--- config.mk ---
export PLATFORM = sky130hd
export DESIGN_NAME = mul_pipe_ctrl
export DESIGN_NICKNAME = d
export VERILOG_FILES = /design/src/rtl/mul_pipe_ctrl.sv
export SDC_FILE = /design/constraint.sdc
export NUM_CORES = 1
export LEC_CHECK = 0
export ABC_AREA = 0
export BUFFER_PORTS_ARGS = -buffer_cell sky130_fd_sc_hd__buf_4
export CORE_MARGIN = 1
export CORE_UTILIZATION = 50
export DETAILED_ROUTE_END_ITERATION = 10
export PLACE_DENSITY_LB_ADDON = 0.12
export SLEW_MARGIN = 0
export SYNTH_ARGS = -nofsm -noshare
export SYNTH_HDL_FRONTEND = slang
export SYNTH_SLANG_ARGS = --single-unit
--- constraint.sdc ---
create_clock -name mul_clk -period 5.7 [get_ports mul_clk]
set_input_delay 0.285 -clock mul_clk [delete_from_list [all_inputs] [get_ports mul_clk]]
set_output_delay 0.285 -clock mul_clk [all_outputs]
set_load 0.005 [all_outputs]
--- src/rtl/mul_pipe_ctrl.sv ---
`default_nettype none
// ============================================================================
//  Module   : mul_pipe_ctrl
//  Purpose  : Pipeline controller for the two-stage multiplier (M1: Booth
//             encoding + first Wallace layers, M2: remaining Wallace layers +
//             final adder). Tracks valid/op/tag per stage, drives the M1->M2
//             advance handshake into the Wallace slices, presents results to
//             writeback under backpressure, handles flush and keeps
//             completion/stall counters.
//  Ports    : mul_clk, reset           clock, synchronous active-high reset
//             req_valid/req_ready      EX request handshake (req_op, req_tag)
//             flush                    cancel all in-flight ops
//             op_we, m1_signed         M1 operand load / Booth sign control
//             M1_ready_go,M1_out_ready M1->M2 advance handshake to slices
//             res_valid/res_ready      writeback handshake (res_sel_hi,
//                                      res_tag)
//             busy, done_cnt, stall_cnt  status and performance counters
//  Revision : 1.0  initial release
// ============================================================================
module mul_pipe_ctrl #(
   parameter int TAG_W = 5,
   parameter int CNT_W = 32
) (
   input  logic             mul_clk,
   input  logic             reset,
   input  logic             req_valid,
   output logic             req_ready,
   input  logic [1:0]       req_op,
   input  logic [TAG_W-1:0] req_tag,
   input  logic             flush,
   output logic             op_we,
   output logic             m1_signed,
   output logic             M1_ready_go,
   output logic             M1_out_ready,
   output logic             res_valid,
   input  logic             res_ready,
   output logic             res_sel_hi,
   output logic [TAG_W-1:0] res_tag,
   output logic             busy,
   output logic [CNT_W-1:0] done_cnt,
   output logic [CNT_W-1:0] stall_cnt
);

   // State is the pair {m1_valid, m2_valid}.
   localparam logic [1:0] ST_EMPTY = 2'b00;
   localparam logic [1:0] ST_M2    = 2'b01;
   localparam logic [1:0] ST_M1    = 2'b10;
   localparam logic [1:0] ST_FULL  = 2'b11;

   localparam logic [1:0] OP_MUL   = 2'b00;
   localparam logic [1:0] OP_MULHU = 2'b10;

   localparam logic [CNT_W-1:0] CNT_ONE = {{(CNT_W-1){1'b0}}, 1'b1};

   logic [1:0]       state_q, state_d;
   logic [1:0]       m1_op_q, m2_op_q;
   logic [TAG_W-1:0] m1_tag_q, m2_tag_q;
   logic [CNT_W-1:0] done_cnt_q, stall_cnt_q;

   logic             m1_valid, m2_valid;
   logic             adv, acc, handoff, stalled;
   logic [1:0]       req_op_norm;

   assign m1_valid = state_q[1];
   assign m2_valid = state_q[0];

   assign M1_ready_go  = m1_valid & ~flush;
   assign M1_out_ready = ~m2_valid | res_ready;
   assign adv          = M1_ready_go & M1_out_ready;
   // req_ready depends only on state, flush and res_ready, never on req_valid.
   assign req_ready    = ~flush & (~m1_valid | adv);
   assign acc          = req_valid & req_ready;
   assign op_we        = acc;

   // Handoff and stall are counted even in a flush cycle.
   assign handoff      = m2_valid & res_ready;
   assign stalled      = m2_valid & ~res_ready;

   // Reserved op 11 behaves as mul.w, so normalise it on capture.
   assign req_op_norm  = (req_op == 2'b11) ? OP_MUL : req_op;

   assign res_valid    = m2_valid;
   assign res_sel_hi   = (m2_op_q != OP_MUL);
   assign res_tag      = m2_tag_q;
   assign m1_signed    = (m1_op_q != OP_MULHU);
   assign busy         = (state_q != ST_EMPTY);
   assign done_cnt     = done_cnt_q;
   assign stall_cnt    = stall_cnt_q;

   always_comb begin
      state_d = state_q;
      case (state_q)
         ST_EMPTY: state_d = acc ? ST_M1 : ST_EMPTY;
         // With M2 empty, M1 always advances when not flushed.
         ST_M1:    state_d = acc ? ST_FULL : ST_M2;
         ST_M2: begin
            if (handoff) state_d = acc ? ST_M1 : ST_EMPTY;
            else         state_d = acc ? ST_FULL : ST_M2;
         end
         // Acceptance implies advance here, so a drained+refilled FULL
         // stays FULL without a bubble.
         ST_FULL: begin
            if (adv) state_d = acc ? ST_FULL : ST_M2;
            else     state_d = ST_FULL;
         end
         default:  state_d = ST_EMPTY;
      endcase
      if (flush) state_d = ST_EMPTY;
   end

   always_ff @(posedge mul_clk) begin
      if (reset) begin
         state_q     <= ST_EMPTY;
         m1_op_q     <= 2'b00;
         m1_tag_q    <= '0;
         m2_op_q     <= 2'b00;
         m2_tag_q    <= '0;
         done_cnt_q  <= '0;
         stall_cnt_q <= '0;
      end else begin
         state_q <= state_d;
         if (acc) begin
            m1_op_q  <= req_op_norm;
            m1_tag_q <= req_tag;
         end
         if (adv) begin
            m2_op_q  <= m1_op_q;
            m2_tag_q <= m1_tag_q;
         end
         if (handoff) done_cnt_q  <= done_cnt_q + CNT_ONE;
         if (stalled) stall_cnt_q <= stall_cnt_q + CNT_ONE;
      end
   end

endmodule
`default_nettype wire

* Word level (Yosys, flattened, before mapping)
Cells that the tools add are included.
Widths: inputs -> output; s select.
** Word-level totals
- Register bits :: 80
- Bits in latches :: 0
- RAM bits :: 0
- Memory bits (read-only) :: 0
- Word-level logic and storage cells :: 36
- Memories :: 0
** Operators by class
- Add/sub/neg operators :: 2
- Multipliers :: 0
- Div/mod/pow operators :: 0
- Order comparisons :: 0
- Eq/ne operators :: 5
- Shift operators :: 0
- Multiplexer cells :: 6
- Bitwise operators :: 12
- Reductions and logical operators :: 4
** Operators with widths (count)
- $add 32x1->32 const B :: 2
- $mux 2 :: 5
- $pmux 2 s4 :: 1
- $and 1x1->1 :: 6
- $eq 2x2->1 const B :: 3
- $not 1->1 :: 4
- $reduce_bool 2->1 :: 2
- $eq 2x1->1 const B :: 1
- $logic_not 2->1 :: 1
- $ne 2x2->1 const B :: 1
- $or 1x1->1 :: 2
- $reduce_or 2->1 :: 1

* Depth between registers and ports, before layout
Gate-level depths: netlist of run 1.
- Depth after elaboration :: 9
- Depth in mapped cells :: 7
- Depth with buffers taken out :: 5

* Worst setup path before layout of run 1
OpenSTA, ideal clock, no wires.
- Path type :: reg2reg
- From :: reg state_q[0]
- To :: reg done_cnt_q[31], in the netlist done_cnt[31]
- Arrival time :: 1895 ps
- Required time :: 5579 ps
- Path slack :: 3684 ps
- Stages on the path, launching flop included :: 7
- Buffers on the path :: 2
- Clock period less this slack :: 2016 ps
- Cell sequence :: dfxtp_1 > nand4_2 > or3_1 > clkbuf_1 > buf_2 > nor4_1 > mux2_2
** On the way
- Cells in the longest elaborated chain, start to end :: 1
** Ends and longest elaborated chain
- start, declared :: RTL line 55 : logic [1:0] state_q, state_d;
- start signal, assigned :: RTL line 121 : state_q <= state_d;
- $and 1x1->1 :: RTL line 76 : assign handoff = m2_valid & res_ready;
- end signal, assigned :: RTL line 130 : if (handoff) done_cnt_q <= done_cnt_q + CNT_ONE;
- end, declared :: RTL line 58 : logic [CNT_W-1:0] done_cnt_q, stall_cnt_q;
No other way between the ends.
A chain may end at the register's enable or synchronous reset.

* Worst setup path after layout of run 1
- From :: reg state_q[0]
- To :: out op_we
** On the way
- Cells in the longest elaborated chain, start to end :: 6
** Ends and longest elaborated chain
- $not 1->1 :: RTL line 68 : assign M1_out_ready = ~m2_valid | res_ready;
- $or 1x1->1 :: RTL line 68
- $and 1x1->1 :: RTL line 69 : assign adv = M1_ready_go & M1_out_ready;
- $or 1x1->1 :: RTL line 71 : assign req_ready = ~flush & (~m1_valid | adv);
- $and 1x1->1 :: RTL line 71
- $and 1x1->1 :: RTL line 72 : assign acc = req_valid & req_ready;
- end, declared :: RTL line 31 : output logic op_we,
No other way between the ends.

==> metrics.log, run 1 <==
[metrics] status: finished, final reports clean
[metrics] Die Span Y: between 80 and 90 um
[metrics] Congestion Overflow GR: 0
[metrics] Hold Buf Count CTS: 0
[metrics] Net Sw Frac: 22.99%
[metrics] number of global-route vias before repair: about 2,900
[metrics] Hold Fails Final Rpt: 0
[metrics] measured slew at the worst slew-check pin: 0.8601 ns
[metrics] combinational family with the most area after synthesis: simple AND/OR/NAND/NOR gates
[metrics] internal power contribution: 0.7419 mW
[metrics] Via-to-Cell Ratio: ~5.7
[metrics] total nets after synthesis: 444
[metrics] Layout area overhead: 23.01%
[metrics] final cycle utilization of the critical path: 41.25%
[metrics] most common flop cell mapped by yosys: dfxtp_1
[metrics] Final Routed Wirelength: 8.463 mm
[metrics] Setup crit end kind: primary output
[metrics] # resized after CTS: 0
[metrics] max-slew violation count: 0
[metrics] post-synthesis register bit count: 80
[metrics] placed cell area: between 4000 and 5000 sq um
[metrics] final critical delay including setup and external delays: ~2.4 ns
[metrics] Final GP Congestion: 0.8076
[metrics] core box area: about 6900 sq um
[metrics] Final Hold Slack: between 0.15 and 0.2 ns
[metrics] worst skew pair latency: approximately 0.34 ns
[metrics] GRT Util Overall: approximately 22%
[metrics] data required time of the critical path: between 5 and 6 ns
[metrics] Core Rows: 30
[metrics] data arrival time of the critical path: 2.07 ns
[metrics] NetSw: between 0.2 and 0.25 mW
[metrics] maximum root-to-sink buffer count: 2
[metrics] launch point of the worst path: state_q[0]$_SDFF_PP0_
[metrics] number of buffers created by CTS: 9
[metrics] share of synthesized cell area in full adder, half adder and majority cells: less than 1%
[metrics] Clock Sink Count: 80
[metrics] tightest slew margin relative to the limit: 42.66%
[metrics] clock tree from TritonCTS: built
[metrics] max-cap viol count: 0
[metrics] IR Drop Worst-Case VDD: around 0.12 mV
[metrics] fraction of power consumed by sequential logic: 58.5%
[metrics] final-layout fill cell count: 640
[metrics] sort of element at the start of the critical path: flip-flop
[metrics] Storage cell area: between 1500 and 2000 sq um
[metrics] highest attainable clock frequency: 425.3 MHz
[metrics] Worst Setup EP: op_we
[metrics] final setup skew: ~0.0094 ns
[metrics] overall power: between 0.9 and 1 mW
[metrics] number of synthesized flops with an enable pin: 0
[metrics] routed length per instance: between 10 and 15 um
[metrics] average cell area after synthesis: about 8.5 sq um
[metrics] DRC: 0
[metrics] Post-CTS Setup Bufs: 0
[metrics] reg2reg setup slack: ~3.5 ns
[metrics] wire length of the first global-routing pass: 13.43 mm
[metrics] number of cells on the worst reg-to-reg path: 5
[metrics] non-filler cells in the finished layout: slightly above 600
[metrics] clock input transition at the sequential cells of the worst setup and hold paths: 0.08 ns
[metrics] synth unique cells: 39
[metrics] simple logic cell fraction of the synthesized area: between 20 and 30%
[metrics] Initial DRC Count: 150
[metrics] Setup CP Type: reg2out
[metrics] Area contributors post-synth: dfxtp_1 44%, a21oi_1 6.7%, or4_1 5.7%
[metrics] mux share of post-synthesis cell area: under 10%
[metrics] final setup violation count: 0
[metrics] setup TNS after final layout: 0 ns
[metrics] die area: between 7000 and 8000 sq um
[metrics] proportion of layout cells with a drive suffix above 1: between 20% and 30%
[metrics] CP max FO: 10
[metrics] static power due to leakage: ~1.6 nW
[metrics] clock network fraction of total power: a little under two fifths
[metrics] Final HPWL DP: approximately 5.8 mm
[metrics] initial core utilization: roughly 53%
[metrics] Power Dens Cells: roughly 210 nW/um^2
[metrics] maximum number of pins on one net before global-route repair: 84
[metrics] sequential fraction of the synthesis area: between 40% and 50%
[metrics] vias after detailed routing: 3,439
[metrics] Final ANT Viol Nets: 0
[metrics] number of cells in the design after placement: 588
[metrics] number of nets in the layout: ~520
[metrics] combined area of the multi-input logic cells: about 1900 sq um
[metrics] area fraction of the dominant cell type after synthesis: about 44%
[metrics] Initial DRT Pass Iterations: 4
[metrics] total number of H-tree levels: 3
[metrics] class of the most critical hold timing path: in2reg
[metrics] leading area contributor after synthesis: dfxtp_1
[metrics] buffer cell driving the clock tree root: clkbuf_8
[metrics] initial antenna violation count: 0
[metrics] combinational share of power: between 3 and 4%
[metrics] number of top-level design ports: 89
[metrics] overall die width: between 80 and 90 um
[metrics] summed instance area of the synthesized netlist: roughly 3700 sq um
[metrics] Gate Count Post-Synth: 430
[metrics] n_diodes: 0
[metrics] RSZ-0062 raised after global routing: no
[metrics] count of buffers from port buffering: just under 90
[metrics] async set-reset flop share out of synthesis: 0%
[metrics] post-route standard cell area excluding fillers: approximately 4500 sq um
[metrics] area fraction in compound gates after synthesis: around 14%
[metrics] critical register-to-register path startpoint: done_cnt[0]$_SDFFE_PP0P_
[metrics] synthesized-area fraction occupied by xor and xnor cells: ~4.8%
[metrics] yosys warns: 0
[metrics] Crit Reg-Reg Endpoint: done_cnt[18]$_SDFFE_PP0P_
[area by class of cell]
type                       count  area share (%)
inverter                      16           1.328
multi-input combinational    308           42.14
timing repair buffer          88           14.61
tap                           96           2.656
clock buffer                  11           3.127
sequential                    80           35.42
clock inverter                 5          0.7194
[how the worst min path moves through the flow]
stage                              from                       end  slack [ns]  depth (start not counted)
2_1_floorplan                     flush     state_q[0]$_SDFF_PP0_        0.36                          1
3_3_place_gp   m1_tag_q[4]$_SDFFE_PP0P_  m1_tag_q[4]$_SDFFE_PP0P_        0.44                          2
3_5_place_dp   m1_tag_q[2]$_SDFFE_PP0P_  m1_tag_q[2]$_SDFFE_PP0P_        0.45                          2
4_1_cts                           flush     state_q[1]$_SDFF_PP0_        0.14                          2
5_1_grt                           flush     state_q[0]$_SDFF_PP0_        0.15                          2
6_report                          flush     state_q[1]$_SDFF_PP0_        0.16                          2
[cells by family (layout without fill, tap and decap cells)]
group	Yosys count	count (layout)
AOI/OAI and AO/OA	89	89
DFF	80	80
muxes	11	11
adders and majority gates	2	2
buffers and inverters	42	120
and+or+nand+nor	186	186
xor gates and xnor gates	20	20
[stage by stage]
step | setup slack [ns] | utilization, %
6_report | 3.349 | 65.12
3_3_place_gp | 3.581 | 62.61
5_1_grt | 3.168 | 65.12
2_1_floorplan | 3.684 | -
3_5_place_dp | 3.484 | 62.61
4_1_cts | 3.320 | 65.12
[flip-flops by register name (all words and copies together) (netlist names)]
signal     count
done_cnt      32
m1_op_q        2
m1_tag_q       5
m2_op_q        2
res_tag        5
stall_cnt     32
state_q        2
[worst max-delay path, cell delays in order (launching register included)]
cell and delay, ns:
dfxtp_1 0.50, nor2b_1 0.60, a211o_1 0.42, inv_1 0.07, buf_4 0.14
[cells in the mapped netlist (2+ instances only)]
cell type / instances
dfxtp_1: 80
a21oi_1: 49
nor2_1: 33
or4_1: 28
nand2_1: 27
nand3_1: 26
o31ai_1: 25
clkbuf_1: 21
inv_1: 16
nand4_1: 16
xor2_1: 15
or3_1: 12
o21ai_0: 11
mux2i_1: 8
nor4_1: 7
nor2b_1: 6
or2_2: 6
and4_1: 5
xnor2_1: 5
buf_2: 3
mux2_2: 3
nor3_1: 3
o41ai_1: 3
and3_1: 2
and4b_1: 2
ha_1: 2
nand4_2: 2
nand4b_1: 2
or3_2: 2
[power by group through the flow]
stage,sequential [mW],combinational (mW),clock [mW]
detailed placement,0.577,0.0301,0
finish,0.564,0.0299,0.370
floorplan,0.576,0.0165,0
global placement,0.577,0.0297,0
global route,0.564,0.0330,0.405
CTS,0.564,0.0302,0.379
[routing by layer]
metal	routed length [um]	track usage, %
met1	4086	31.78
met2	3746	31.36
met3	536	4.807
met4	93	8.346
met5	0	0
[placed cells by master, fill, tap and decap left out, types with 3 or more instances in the layout]
cell / count
nor3_1: 3
mux2_2: 3
nor4_1: 7
buf_4: 88
and4_1: 5
o31ai_1: 25
nand4_1: 16
or4_1: 28
dfxtp_1: 80
nor2b_1: 6
a21oi_1: 49
nand3_1: 26
clkbuf_8: 10
inv_1: 16
o21ai_0: 11
xor2_1: 15
xnor2_1: 5
o41ai_1: 3
or2_2: 6
nor2_1: 33
clkinvlp_4: 3
or3_1: 12
mux2i_1: 8
nand2_1: 27
No activity file was read; power rests on OpenSTA's default activity.
==> run 2, diff against run 1 <==
Settings changed: CORE_UTILIZATION 50 to 48.
Clock period 5.7 ns to 2 ns, I/O delays scaled along.
==> run 2 against run 1 <==
  * Combinational power grew to 3.3 times the previous value
  * Clock skew grew 0.00086 ns
  * Count of clock-buffer cells in the layout increased by 1
  * Largest power group unchanged
  * First-iteration DRC count is 2.7% lower
  * Global-route usage grew 2.7 points
  * Worst hold slack lost 0.15 ns
  * Critical path depth grew 1
==> metrics.log, run 2 (synthesized netlist as in run 1, its figures left out) <==
[metrics] n_diodes: 0
[metrics] commonest cells after routing, fill and taps aside: 151 x buf_4, 74 x dfxtp_1, 48 x a21oi_1
[metrics] non-filler cells in the finished layout: ~670
[metrics] initial antenna violation count: 0
[metrics] initial core utilization: 50.15%
[metrics] internal power contribution: 2.407 mW
[metrics] final setup skew: slightly above 0.01 ns
[metrics] Layout area overhead: 38.97%
[metrics] Power Dens Cells: 591.0 nW/um^2
[metrics] proportion of layout cells with a drive suffix above 1: around 34%
[metrics] NetSw: slightly above 0.6 mW
[metrics] setup TNS after final layout: 0 ns
[metrics] number of top-level design ports: 89
[metrics] Setup CP Type: reg2reg
[metrics] Core Rows: 31
[metrics] final cycle utilization of the critical path: a little over nine tenths
[metrics] clock network fraction of total power: a little over two fifths
[metrics] buffers plus inverters on the worst setup path: 1
[metrics] Congestion Overflow GR: 0
[metrics] final setup violation count: 0
[metrics] overall die width: ~90 um
[metrics] data arrival time of the critical path: 2.21 ns
[metrics] worst skew pair latency: 0.35 ns
[metrics] status: finished, final reports clean
[metrics] Final ANT Viol Nets: 0
[metrics] critical-path cell list: nand4_1 -> or4_4 -> buf_6 -> or4_1 -> a21oi_1
[metrics] core box area: approximately 7300 sq um
[metrics] Clock Sink Count: 80
[metrics] maximum root-to-sink buffer count: 2
[metrics] cell count along the critical path: 5
[metrics] Post-CTS Setup Bufs: 0
[metrics] clock input transition at the sequential cells of the worst setup and hold paths: approximately 0.08 ns
[metrics] Final GP Congestion: ~0.86
[metrics] GRT Util Overall: between 20% and 30%
[metrics] tightest slew margin relative to the limit: between 60% and 70%
[metrics] Hold Fails Final Rpt: 0
[metrics] Via-to-Cell Ratio: 5.549
[metrics] post-route standard cell area excluding fillers: approximately 5000 sq um
[metrics] number of nets in the layout: between 500 and 600
[metrics] reg2reg setup slack: around 0.075 ns
[metrics] CP max FO: 16
[metrics] overall power: 3.019 mW
[metrics] slowest stage cell, crit path: or4_4
[metrics] count of buffers from port buffering: approximately 90
[metrics] Setup crit end kind: flip-flop
[metrics] vias after detailed routing: 3,729
[metrics] combinational share of power: approximately 3.3%
[metrics] total number of H-tree levels: 3
[metrics] fraction of power consumed by sequential logic: between 50% and 60%
[metrics] slowest cell delay on critical path: around 0.55 ns
[metrics] Detail Route met2 WL: roughly 4.3 mm
[metrics] class of the most critical hold timing path: in2reg
[metrics] top metal layer carrying routed signals: met4
[metrics] RSZ-0062 raised after global routing: no
[metrics] DRC: 0
[metrics] die area: approximately 8000 sq um
[metrics] wire length of the first global-routing pass: between 15 and 20 mm
[metrics] max-cap viol count: 0
[metrics] measured slew at the worst slew-check pin: around 0.46 ns
[metrics] Final Routed Wirelength: about 9.4 mm
[metrics] placed cell area: just under 5000 sq um
[metrics] crit-path leading delay family: simple AND/OR/NAND/NOR gates
[metrics] IR Drop Worst-Case VDD: between 0.4 and 0.5 mV
[metrics] maximum number of pins on one net before global-route repair: 42
[metrics] Final HPWL DP: 6.992 mm
[metrics] static power due to leakage: about 2.0 nW
[metrics] routed length per instance: around 14 um
[metrics] most common cell after layout, fill and taps aside: buf_4
[metrics] length of routed met3 wiring: between 500 and 600 um
[metrics] sort of element at the start of the critical path: flip-flop
[metrics] data required time of the critical path: approximately 2.3 ns
[metrics] clock tree from TritonCTS: built
[metrics] number of cells on the worst reg-to-reg path: 5
[metrics] buffer cell driving the clock tree root: clkbuf_8
[metrics] number of cells in the design after placement: 656
[metrics] final cell utilization of the core: around 70%
[metrics] final-layout fill cell count: about 600
[metrics] cell count of the worst hold path: 3
[metrics] Initial DRC Count: about 150
[metrics] Die Span Y: about 90 um
[metrics] Net Sw Frac: 20.29%
[metrics] Storage cell area: 1609 sq um
[metrics] number of global-route vias before repair: around 3,400
[metrics] number of buffers created by CTS: 9
[metrics] combined area of the multi-input logic cells: slightly below 2000 sq um
[metrics] wire length on met1: about 4.5 mm
[metrics] Initial DRT Pass Iterations: 4
[metrics] max-slew violation count: 0
[metrics] highest attainable clock frequency: slightly above 500 MHz
[metrics] final critical delay including setup and external delays: between 1.5 and 2 ns
## run 2: cell count changes in the layout (fill, tap and decap cells not counted), sizes merged
| cell | previous run | this run |
|---|---|---|
| buf | 88 | 153 |
| bufinv | 0 | 2 |
| clkbuf | 11 | 12 |
| clkinv | 2 | 1 |
| clkinvlp | 3 | 0 |
| dlygate4sd3 | 0 | 1 |
## run 2: worst register-to-register path, cell delays in order, from the launching register on
cell	delay, ns
dfxtp_2	0.35
nand4_1	0.13
or4_4	0.55
buf_6	0.16
or4_1	0.50
a21oi_1	0.16
## run 2: per-stage QoR
step	hold WS [ns]	worst slack [ns]
after global routing	0.02245	0.004493
after detailed placement	0.3072	0.02369
after global placement	0.3025	0.1123
after CTS	0.002202	0.01296
after floorplan	0.1718	0.001144
final	0.008518	0.07455
## run 2: final timing paths
| check | start | to |
|---|---|---|
| setup reg to reg | stall_cnt[22]$_SDFFE_PP0P_ | stall_cnt[25]$_SDFFE_PP0P_ |
| hold reg to reg | m1_tag_q[4]$_SDFFE_PP0P_ | m1_tag_q[4]$_SDFFE_PP0P_ |
| setup / recovery | stall_cnt[22]$_SDFFE_PP0P_ | stall_cnt[25]$_SDFFE_PP0P_ |
| hold / removal | req_tag[3] | m1_tag_q[3]$_SDFFE_PP0P_ |
## run 2: area by class of cell
type	instances	share of cell area, %
Clock buffer	12	3.037
Multi-Input combinational cell	308	37.59
Timing Repair Buffer	154	23.00
Inverter	16	1.176
Sequential cell	80	31.50
Tap cell	99	2.425
Clock inverter	3	1.274
## run 2: power groups by stage
stage / logic [mW] / clock network (mW) / registers, mW
4_1_cts: 0.100 / 1.34 / 1.60
5_1_grt: 0.110 / 1.40 / 1.61
2_1_floorplan: 0.0469 / 0 / 1.64
6_report: 0.0993 / 1.31 / 1.61
3_5_place_dp: 0.0986 / 0 / 1.64
3_3_place_gp: 0.0969 / 0 / 1.64
## run 2: per-layer routing
layer  track usage, %  vias to the layer above
met5                0                        -
met4            9.812                        0
met3            4.894                       10
met2            39.07                       97
met1            32.58                     1749
li1                 -                     1873
## run 2: what timing repair did
action | 4_1_cts | 5_1_grt
endpoints found under the hold margin | 2 | 0
hold buffers | 1 | 0
endpoints found under the setup margin | 0 | 14
resized for setup | 0 | 10
